**src/rtl/uart_tx_pkg.sv**
```systemverilog
// Shared UART definitions: FSM state encoding, frame defaults and the
// baud-divisor helper used by both the transmitter and the receiver.
package uart_tx_pkg;

    localparam int NB_DATA_DEF = 8;
    localparam int SB_TICK_DEF = 16;

    typedef enum logic [2:0] {
        ST_IDLE  = 3'd0,
        ST_START = 3'd1,
        ST_DATA  = 3'd2,
        ST_STOP  = 3'd3,
        ST_GAP   = 3'd4
    } tx_state_e;

    // Clocks per baud tick; clamped so a too-fast baud still yields a legal divider.
    function automatic int calc_dvsr(input int clk_freq, input int baud_rate, input int sb_tick);
        int dvsr;
        dvsr = clk_freq / (baud_rate * sb_tick);
        if (dvsr < 1) begin
            dvsr = 1;
        end else begin
            dvsr = dvsr;
        end
        return dvsr;
    endfunction

endpackage

```
**src/rtl/uart_tx_if.sv**
```systemverilog
// Byte-level handshake between the debug unit (master) and the UART transmitter (slave).
interface uart_tx_if
    import uart_tx_pkg::*;
#(
    parameter int NB_DATA = NB_DATA_DEF
);
    logic               tx_start;
    logic [NB_DATA-1:0] tx_data;
    logic               tx;
    logic               tx_done;
    logic               tx_busy;

    modport master (
        output tx_start,
        output tx_data,
        input  tx,
        input  tx_done,
        input  tx_busy
    );

    modport slave (
        input  tx_start,
        input  tx_data,
        output tx,
        output tx_done,
        output tx_busy
    );
endinterface

```
**src/rtl/uart_tx_baud_gen.sv**
```systemverilog
// Baud tick generator: one-clock tick every DVSR clocks, restartable so that
// a new frame always begins on a full tick period.
module uart_tx_baud_gen #(
    parameter int DVSR = 1
) (
    input  logic i_clock,
    input  logic i_reset,
    input  logic i_clear,
    output logic o_tick
);
    localparam int            CW   = (DVSR > 1) ? $clog2(DVSR) : 1;
    localparam logic [CW-1:0] LAST = CW'(DVSR - 1);

    logic [CW-1:0] cnt_q;
    logic [CW-1:0] cnt_d;

    // Next divider count: wrap at LAST or restart on clear.
    always_comb begin
        cnt_d = cnt_q;
        if (i_clear || (cnt_q == LAST)) begin
            cnt_d = '0;
        end else begin
            cnt_d = cnt_q + CW'(1);
        end
    end

    // Divider register.
    always_ff @(posedge i_clock) begin
        if (i_reset) begin
            cnt_q <= '0;
        end else begin
            cnt_q <= cnt_d;
        end
    end

    assign o_tick = (cnt_q == LAST);
endmodule

```
**src/rtl/uart_tx.sv**
```systemverilog
// 8N1 LSB-first UART transmitter with a post-frame guard gap so the producer
// has time to update its data after seeing the done pulse.
module uart_tx
    import uart_tx_pkg::*;
#(
    parameter int NB_DATA    = NB_DATA_DEF,
    parameter int SB_TICK    = SB_TICK_DEF,
    parameter int CLK_FREQ   = 50_000_000,
    parameter int BAUD_RATE  = 19200,
    parameter int GAP_CYCLES = 2
) (
    input  logic     i_clock,
    input  logic     i_reset,
    uart_tx_if.slave bus
);
    localparam int DVSR = calc_dvsr(CLK_FREQ, BAUD_RATE, SB_TICK);
    localparam int SW   = (SB_TICK > 1) ? $clog2(SB_TICK) : 1;
    localparam int NW   = (NB_DATA > 1) ? $clog2(NB_DATA) : 1;
    localparam int GW   = (GAP_CYCLES > 1) ? $clog2(GAP_CYCLES) : 1;

    localparam logic [SW-1:0] S_LAST   = SW'(SB_TICK - 1);
    localparam logic [NW-1:0] N_LAST   = NW'(NB_DATA - 1);
    localparam logic [GW-1:0] GAP_LAST = GW'(GAP_CYCLES - 1);

    tx_state_e          state_q, state_d;
    logic [NB_DATA-1:0] shreg_q, shreg_d;
    logic [SW-1:0]      s_q, s_d;
    logic [NW-1:0]      n_q, n_d;
    logic [GW-1:0]      gap_q, gap_d;
    logic               tx_q, tx_d;
    logic               done_q, done_d;
    logic               busy_q, busy_d;
    logic               accept_s;
    logic               tick_s;

    assign accept_s = (state_q == ST_IDLE) && bus.tx_start;

    uart_tx_baud_gen #(
        .DVSR (DVSR)
    ) u_baud (
        .i_clock (i_clock),
        .i_reset (i_reset),
        .i_clear (accept_s),
        .o_tick  (tick_s)
    );

    // Next-state and datapath logic; outputs are derived from the next state so they register cleanly.
    always_comb begin
        state_d = state_q;
        shreg_d = shreg_q;
        s_d     = s_q;
        n_d     = n_q;
        gap_d   = gap_q;
        done_d  = 1'b0;

        case (state_q)
            ST_IDLE: begin
                if (bus.tx_start) begin
                    shreg_d = bus.tx_data;
                    s_d     = '0;
                    n_d     = '0;
                    state_d = ST_START;
                end else begin
                    state_d = ST_IDLE;
                end
            end
            ST_START: begin
                if (tick_s) begin
                    if (s_q == S_LAST) begin
                        s_d     = '0;
                        n_d     = '0;
                        state_d = ST_DATA;
                    end else begin
                        s_d = s_q + SW'(1);
                    end
                end else begin
                    s_d = s_q;
                end
            end
            ST_DATA: begin
                if (tick_s) begin
                    if (s_q == S_LAST) begin
                        s_d     = '0;
                        shreg_d = {1'b0, shreg_q[NB_DATA-1:1]};
                        if (n_q == N_LAST) begin
                            state_d = ST_STOP;
                        end else begin
                            n_d = n_q + NW'(1);
                        end
                    end else begin
                        s_d = s_q + SW'(1);
                    end
                end else begin
                    s_d = s_q;
                end
            end
            ST_STOP: begin
                if (tick_s) begin
                    if (s_q == S_LAST) begin
                        s_d     = '0;
                        gap_d   = '0;
                        done_d  = 1'b1;
                        state_d = (GAP_CYCLES == 0) ? ST_IDLE : ST_GAP;
                    end else begin
                        s_d = s_q + SW'(1);
                    end
                end else begin
                    s_d = s_q;
                end
            end
            ST_GAP: begin
                if (gap_q == GAP_LAST) begin
                    gap_d   = '0;
                    state_d = ST_IDLE;
                end else begin
                    gap_d = gap_q + GW'(1);
                end
            end
            default: begin
                state_d = ST_IDLE;
            end
        endcase

        case (state_d)
            ST_START: tx_d = 1'b0;
            ST_DATA:  tx_d = shreg_d[0];
            default:  tx_d = 1'b1;
        endcase

        busy_d = (state_d != ST_IDLE);
    end

    // FSM, datapath and output registers.
    always_ff @(posedge i_clock) begin
        if (i_reset) begin
            state_q <= ST_IDLE;
            shreg_q <= '0;
            s_q     <= '0;
            n_q     <= '0;
            gap_q   <= '0;
            tx_q    <= 1'b1;
            done_q  <= 1'b0;
            busy_q  <= 1'b0;
        end else begin
            state_q <= state_d;
            shreg_q <= shreg_d;
            s_q     <= s_d;
            n_q     <= n_d;
            gap_q   <= gap_d;
            tx_q    <= tx_d;
            done_q  <= done_d;
            busy_q  <= busy_d;
        end
    end

    assign bus.tx      = tx_q;
    assign bus.tx_done = done_q;
    assign bus.tx_busy = busy_q;
endmodule

```
**src/flat_wrapper.sv**
```systemverilog
// flat-port wrapper written by rule: the top's interface ports become plain ports
module uart_tx_flat import uart_tx_pkg::*;
#(
    parameter int NB_DATA    = NB_DATA_DEF,
    parameter int SB_TICK    = SB_TICK_DEF,
    parameter int CLK_FREQ   = 50_000_000,
    parameter int BAUD_RATE  = 19200,
    parameter int GAP_CYCLES = 2
)
  (i_clock, i_reset, bus_tx_start, bus_tx_data, bus_tx, bus_tx_done, bus_tx_busy);
  uart_tx_if #(.NB_DATA(NB_DATA)) bus_i ();
  input  logic i_clock;
  input  logic i_reset;
  input wire logic [$bits(bus_i.tx_start)-1:0] bus_tx_start;
  input wire logic [$bits(bus_i.tx_data)-1:0] bus_tx_data;
  output wire logic [$bits(bus_i.tx)-1:0] bus_tx;
  output wire logic [$bits(bus_i.tx_done)-1:0] bus_tx_done;
  output wire logic [$bits(bus_i.tx_busy)-1:0] bus_tx_busy;
  assign bus_i.tx_start = bus_tx_start;
  assign bus_i.tx_data = bus_tx_data;
  assign bus_tx = bus_i.tx;
  assign bus_tx_done = bus_i.tx_done;
  assign bus_tx_busy = bus_i.tx_busy;
  uart_tx #(.NB_DATA(NB_DATA), .SB_TICK(SB_TICK), .CLK_FREQ(CLK_FREQ), .BAUD_RATE(BAUD_RATE), .GAP_CYCLES(GAP_CYCLES)) u_core (.i_clock(i_clock), .i_reset(i_reset), .bus(bus_i));
endmodule
```
**config.mk**
```make
export PLATFORM = sky130hd
export DESIGN_NAME = uart_tx_flat
export DESIGN_NICKNAME = d
export VERILOG_FILES = /design/src/rtl/uart_tx_pkg.sv /design/src/rtl/uart_tx_if.sv /design/src/rtl/uart_tx_baud_gen.sv /design/src/rtl/uart_tx.sv /design/src/flat_wrapper.sv
export SDC_FILE = /design/constraint.sdc
export NUM_CORES = 1
export LEC_CHECK = 0
export CAP_MARGIN = 0
export CORE_ASPECT_RATIO = 0.5
export CORE_MARGIN = 3
export CORE_UTILIZATION = 40
export CTS_CLUSTER_SIZE = 16
export DETAILED_ROUTE_END_ITERATION = 16
export PLACE_DENSITY = 0.6
export SLEW_MARGIN = 5
export SYNTH_ARGS = -nofsm -noshare
export SYNTH_HDL_FRONTEND = slang
export SYNTH_HIERARCHICAL = 1
export SYNTH_SLANG_ARGS = --single-unit
```
**constraint.sdc**
```tcl
create_clock -name i_clock -period 5.66 [get_ports i_clock]
set_input_delay 1.132 -clock i_clock [delete_from_list [all_inputs] [get_ports i_clock]]
set_output_delay 1.132 -clock i_clock [all_outputs]
set_load 0.05 [all_outputs]
```
==> flow_summary.ini, run 1 <==
[die]
ios = 14
core_um2 = 3220
num_rows = 14
start_util = 0.448
die-area_um2 = 4410
fp.dieH_um = 48.5
fp.dieW_um = 91.0

[critical_path]
worstSetupPathType = primary input to register
start_kind = primary input
end_kind = register
rrSetupSlack_ps = 3000
cp.required_ps = 5830
crit_arrival_ps = 3460
critPathMaxFanout = 13

[min_path]
hp-class = register to register

[route]
routed_wl_um = 2760
post_drt_wl_per_cell_um = 12.3
dr_total_vias = 1201
drc = 0
firstDrtPassIters = 4
antenna_left = 0
drt_iter0_markers = 33
avgViaCountPerCell = 5.34

[clock_network]
cts.sinks = 30
tritoncts = built
post_cts_resized = 0
htree_levels = 2
postCtsSetupBuffers = 0
cts_buffers = 5
clk_latency_ps = 280
clockBufferDepth = 2
cts_hold_buf = 0
clock_tree.root_cell = clkbuf_8
clk_pin_slew_ps = 70

[place]
dp_hpwl_um = 1910
port_buffers = 13
gp_congestion = 0.716
detailed_place.area_um2 = 1600

[cells_and_area]
fillCellCount = 332
syn_to_final_growth_pct = 18.2
final_layout_size_suffix_gt1_frac = 0.0791
finish.instance_area_um2 = 1710
nets = 192
insertedDiodeCount = 0

[timing]
rsz0062_at_grt = false
setup_viol = 0
slew_viol_final = 0
min_period_ps = 3280
fmax_mhz = 304
tightest_slew_ps = 1060
clock_skew_ps = 4.53
relSlewSlack = 0.292
finalCritPeriodShare = 0.580
finalSetupTns_ps = 0
finalHoldViolCount = 0

[power]
powerDensity_nw_per_um2 = 278
ir_drop_uv = 132
internal_power_mw = 0.365
cellLeakagePower_nw = 0.598
switchingPower_mw = 0.109
combPwrFrac = 0.081
netSwitchingFraction = 0.229
clkPwrFrac = 0.448
seqPwrFrac = 0.472

[synthesis]
ys_seq_elements = 30
synthFlopType = dfxtp_1
synth_top_area_cell = dfxtp_1
netlist_area_um2 = 1440
syn_area_per_cell_um2 = 8.75
yosysSeqAreaShare = 0.416
synth_most_common_cell = dfxtp_1
synthDistinctLibCells = 42
synthTopCellsByCount = dfxtp_1 (30), a21oi_1 (15), nand2_1 (13), nor2_1 (13), o21ai_0 (8)
async_flop_share = 0
synth_edf_count = 0
netlist.area_leader.share = 0.416
yosys-top-cells-area = dfxtp_1 (42%), a21oi_1 (5.2%), ha_1 (4.3%)
yosys_warnings = 6
synthCells = 165
synthesis.nets = 181

[grt]
grt_pass1_wl_um = 4770
grt_overflow_total = 0
grt_pass1_vias = 1068
grt_max_degree = 25
gr-usage-all-layers = 0.135
antenna_found_initial = 0

[outcome]
status = complete, no violations

[job]
drv_cap = 0
-- cells by family after synthesis --
kind of cell,share of synthesized area
AO/OA/AOI/OAI,0.215
XOR/XNOR,0.0303
adder cells (fa/ha/maj),0.0433
buffers and inverters,0.0355
flip-flops,0.416
multiplexers,0.0277
AND/OR/NAND/NOR,0.232
-- layout make-up --
cell class	instances	area (um2)	share of cell area
Multi-Input combinational cell	122	792	0.464
Sequential cell	30	601	0.352
Tap cell	48	60.1	0.0352
Inverter	4	15.0	0.00880
Clock inverter	3	40.0	0.0235
Clock buffer	5	68.8	0.0403
Timing Repair Buffer	13	130	0.0762
-- worst paths after layout --
| kind | from | end | cells past startpoint |
|---|---|---|---|
| setup / recovery | bus_tx_start | u_core/bus.tx | 5 |
| hold / removal | u_core/shreg_q[2] | u_core/shreg_q[2] | 2 |
| setup reg to reg | u_core/u_baud/cnt_q[0] | u_core/bus.tx | 7 |
| hold reg to reg | u_core/shreg_q[2] | u_core/shreg_q[2] | 2 |
-- metrics by stage --
stage | total power [mW] | hold slack, ps | setup slack [ps] | cells | utilization
6_report | 0.474 | 459 | 2380 | 225 | 0.530
5_1_grt | 0.497 | 485 | 2210 | 225 | 0.530
4_1_cts | 0.480 | 464 | 2410 | 225 | 0.530
3_5_place_dp | 0.267 | 450 | 2120 | 217 | 0.496
3_3_place_gp | 0.267 | 445 | 2150 | 217 | 0.496
2_1_floorplan | 0.252 | 431 | 3270 | 165 | -
-- critical path: stages --
cell,delay (ps)
clkdlybuf4s50_1,520
nor4b_2,870
a31oi_1,330
a221o_1,440
a21o_1,160
-- routing by layer --
| layer | GRT usage | up-vias | part of all wire |
|---|---|---|---|
| met4 | 0.0675 | 0 | 0.015 |
| met5 | 0 | - | 0 |
| met3 | 0.0480 | 4 | 0.049 |
| met2 | 0.192 | 25 | 0.41 |
| li1 | - | 622 | - |
| met1 | 0.181 | 550 | 0.53 |
-- flip-flops by register name (all words and copies together) (netlist names) --
| register | flops |
|---|---|
| u_core/bus.tx_busy | 1 |
| u_core/bus.tx_done | 1 |
| u_core/gap_q | 1 |
| u_core/shreg_q | 8 |
| u_core/state_q | 3 |
| u_core/bus.tx | 1 |
| u_core/u_baud/cnt_q | 8 |
| u_core/n_q | 3 |
| u_core/s_q | 4 |
-- cell usage in the layout, fill, tap and decap left out, types with 5 or more instances in the layout --
| cell | n |
|---|---|
| dfxtp_1 | 30 |
| a21oi_1 | 15 |
| clkdlybuf4s50_1 | 13 |
| nor2_1 | 13 |
| nand2_1 | 13 |
| o21ai_0 | 8 |
| a22oi_1 | 7 |
| nand3_1 | 7 |
| clkbuf_8 | 5 |
| ha_1 | 5 |
-- power groups by stage --
stage          Sequential (mW)  Clock [mW]  Combinational [mW]
2_1_floorplan            0.230           0              0.0226
3_3_place_gp             0.228           0              0.0386
3_5_place_dp             0.228           0              0.0385
4_1_cts                  0.224       0.218              0.0386
5_1_grt                  0.225       0.230              0.0428
6_report                 0.224       0.212              0.0383
Power figures use the tool's default switching activity.
==> run 2, diff against run 1 <==
==> constraint.sdc (replaced) <==
create_clock -name i_clock -period 3.3 [get_ports i_clock]
set_input_delay 0.66 -clock i_clock [delete_from_list [all_inputs] [get_ports i_clock]]
set_output_delay 0.66 -clock i_clock [all_outputs]
set_load 0.05 [all_outputs]
==> run 2 against run 1 <==
  * Utilization up 0.50 points
  * Register-to-register slack worse by 2400 ps
  * Die area unchanged
  * Non-clock buffer count up 2
  * Sequential power up 71%
  * Largest power group unchanged
==> flow_summary.ini, run 2 (synthesis results as in run 1) <==
[power]
powerDensity_nw_per_um2 = 463
combPwrFrac = 0.086
cellLeakagePower_nw = 0.608
internal_power_mw = 0.617
ir_drop_uv = 215
switchingPower_mw = 0.181
clkPwrFrac = 0.434
seqPwrFrac = 0.480
netSwitchingFraction = 0.227

[timing]
finalHoldViolCount = 0
slew_viol_final = 0
rsz0062_at_grt = false
setup_viol = 0
relSlewSlack = 0.531
min_period_ps = 2680
finalCritPeriodShare = 0.813
tightest_slew_ps = 700
fmax_mhz = 373
finalSetupTns_ps = 0
timing.hold.ws_ps = 451
clock_skew_ps = 5.48

[route]
firstDrtPassIters = 5
avgViaCountPerCell = 5.31
antenna_left = 0
post_drt_wl_per_cell_um = 12.9
dr_total_vias = 1205
routed_wl_um = 2940
drc = 0
drt_iter0_markers = 39

[place]
detailed_place.area_um2 = 1610
port_buffers = 13
dp_hpwl_um = 2030
post-place-cells = 219
gp_congestion = 0.762

[cells_and_area]
finish.instance_area_um2 = 1720
stdcell_count = 227
final_common_cell = dfxtp_1
final_core_util = 0.535
syn_to_final_growth_pct = 19.3
largestRegisters = u_core/shreg_q (8), u_core/u_baud/cnt_q (8), u_core/s_q (4)
final_cell_mix = dfxtp_1 (30), a21oi_1 (15), clkdlybuf4s50_1 (13), nor2_1 (13), nand2_1 (13)
fillCellCount = 317
insertedDiodeCount = 0
nets = 194
final_layout_size_suffix_gt1_frac = 0.0894

[grt]
grt_pass1_vias = 1091
gr-usage-all-layers = 0.140
grt_max_degree = 19
grt_overflow_total = 0
grt_pass1_wl_um = 4960
antenna_found_initial = 0

[die]
die-area_um2 = 4410
core_um2 = 3220
fp.dieW_um = 91.0
fp.dieH_um = 48.5
start_util = 0.448
num_rows = 14
ios = 14

[critical_path]
rrSetupSlack_ps = 620
critPathMaxFanout = 11
worstSetupPathType = register to register
endpoint = u_core/bus.tx
end_kind = register
crit_arrival_ps = 2850
worstRegToRegCells = 7
crit_start = u_core/u_baud/cnt_q[0]
cp.required_ps = 3470
rr_startpoint = u_core/u_baud/cnt_q[0]
worst_r2r_endpoint = u_core/bus.tx
start_kind = register

[job]
drv_cap = 0

[clock_network]
cts_buffers = 5
clk_pin_slew_ps = 60
post_cts_resized = 0
htree_levels = 2
cts.sinks = 30
postCtsSetupBuffers = 0
clockBufferDepth = 2
cts_hold_buf = 0
tritoncts = built
clock_tree.root_cell = clkbuf_8
clk_latency_ps = 280

[outcome]
status = complete, no violations

[min_path]
hp-class = register to register
-- run 2: cell type report --
class | instances | area, um2 | area share
clock buffer | 8 | 110 | 0.0639
sequential | 30 | 601 | 0.349
tap | 48 | 60.1 | 0.0349
timing repair buffer | 15 | 145 | 0.0842
multi-input combinational | 122 | 792 | 0.460
inverter | 4 | 15.0 | 0.00871
-- run 2: layer usage --
layer	vias up	GRT usage	routed length, um
met2	24	0.202	1280
met4	0	0.0450	7
met5	-	0	0
met3	2	0.0557	155
li1	626	-	-
met1	553	0.190	1500
-- run 2: per-stage QoR --
step / setup WS, ps / power (mW)
5_1_grt: 426 / 0.830
2_1_floorplan: 1080 / 0.433
3_5_place_dp: 682 / 0.460
3_3_place_gp: 739 / 0.460
6_report: 618 / 0.798
4_1_cts: 653 / 0.808
-- run 2: how the worst min path moves through the flow --
stage / startpoint / to / slack, ps / cells past startpoint
finish: u_core/shreg_q[1] / u_core/shreg_q[1] / 450 / 2
global route: u_core/shreg_q[0] / u_core/shreg_q[0] / 480 / 2
global placement: u_core/shreg_q[1] / u_core/shreg_q[1] / 440 / 2
CTS: u_core/shreg_q[1] / u_core/shreg_q[1] / 450 / 2
floorplan: u_core/shreg_q[1] / u_core/shreg_q[1] / 430 / 2
detailed placement: u_core/shreg_q[1] / u_core/shreg_q[1] / 440 / 2
-- run 2: power by group through the flow --
stage                     Sequential [mW]  Combinational [mW]  Clock, mW
after floorplan                     0.394              0.0387          0
after global placement              0.391              0.0685          0
after detailed placement            0.391              0.0688          0
after CTS                           0.383              0.0693      0.356
after global routing                0.385              0.0761      0.369
final                               0.383              0.0689      0.346
-- run 2: worst max-delay path, stage by stage (launching register included) --
cell and delay [ps]:
dfxtp_1 420, ha_1 170, nor4bb_1 410, and3_1 260, and4_1 410, a31oi_1 320
a221o_1 440, a21o_1 160
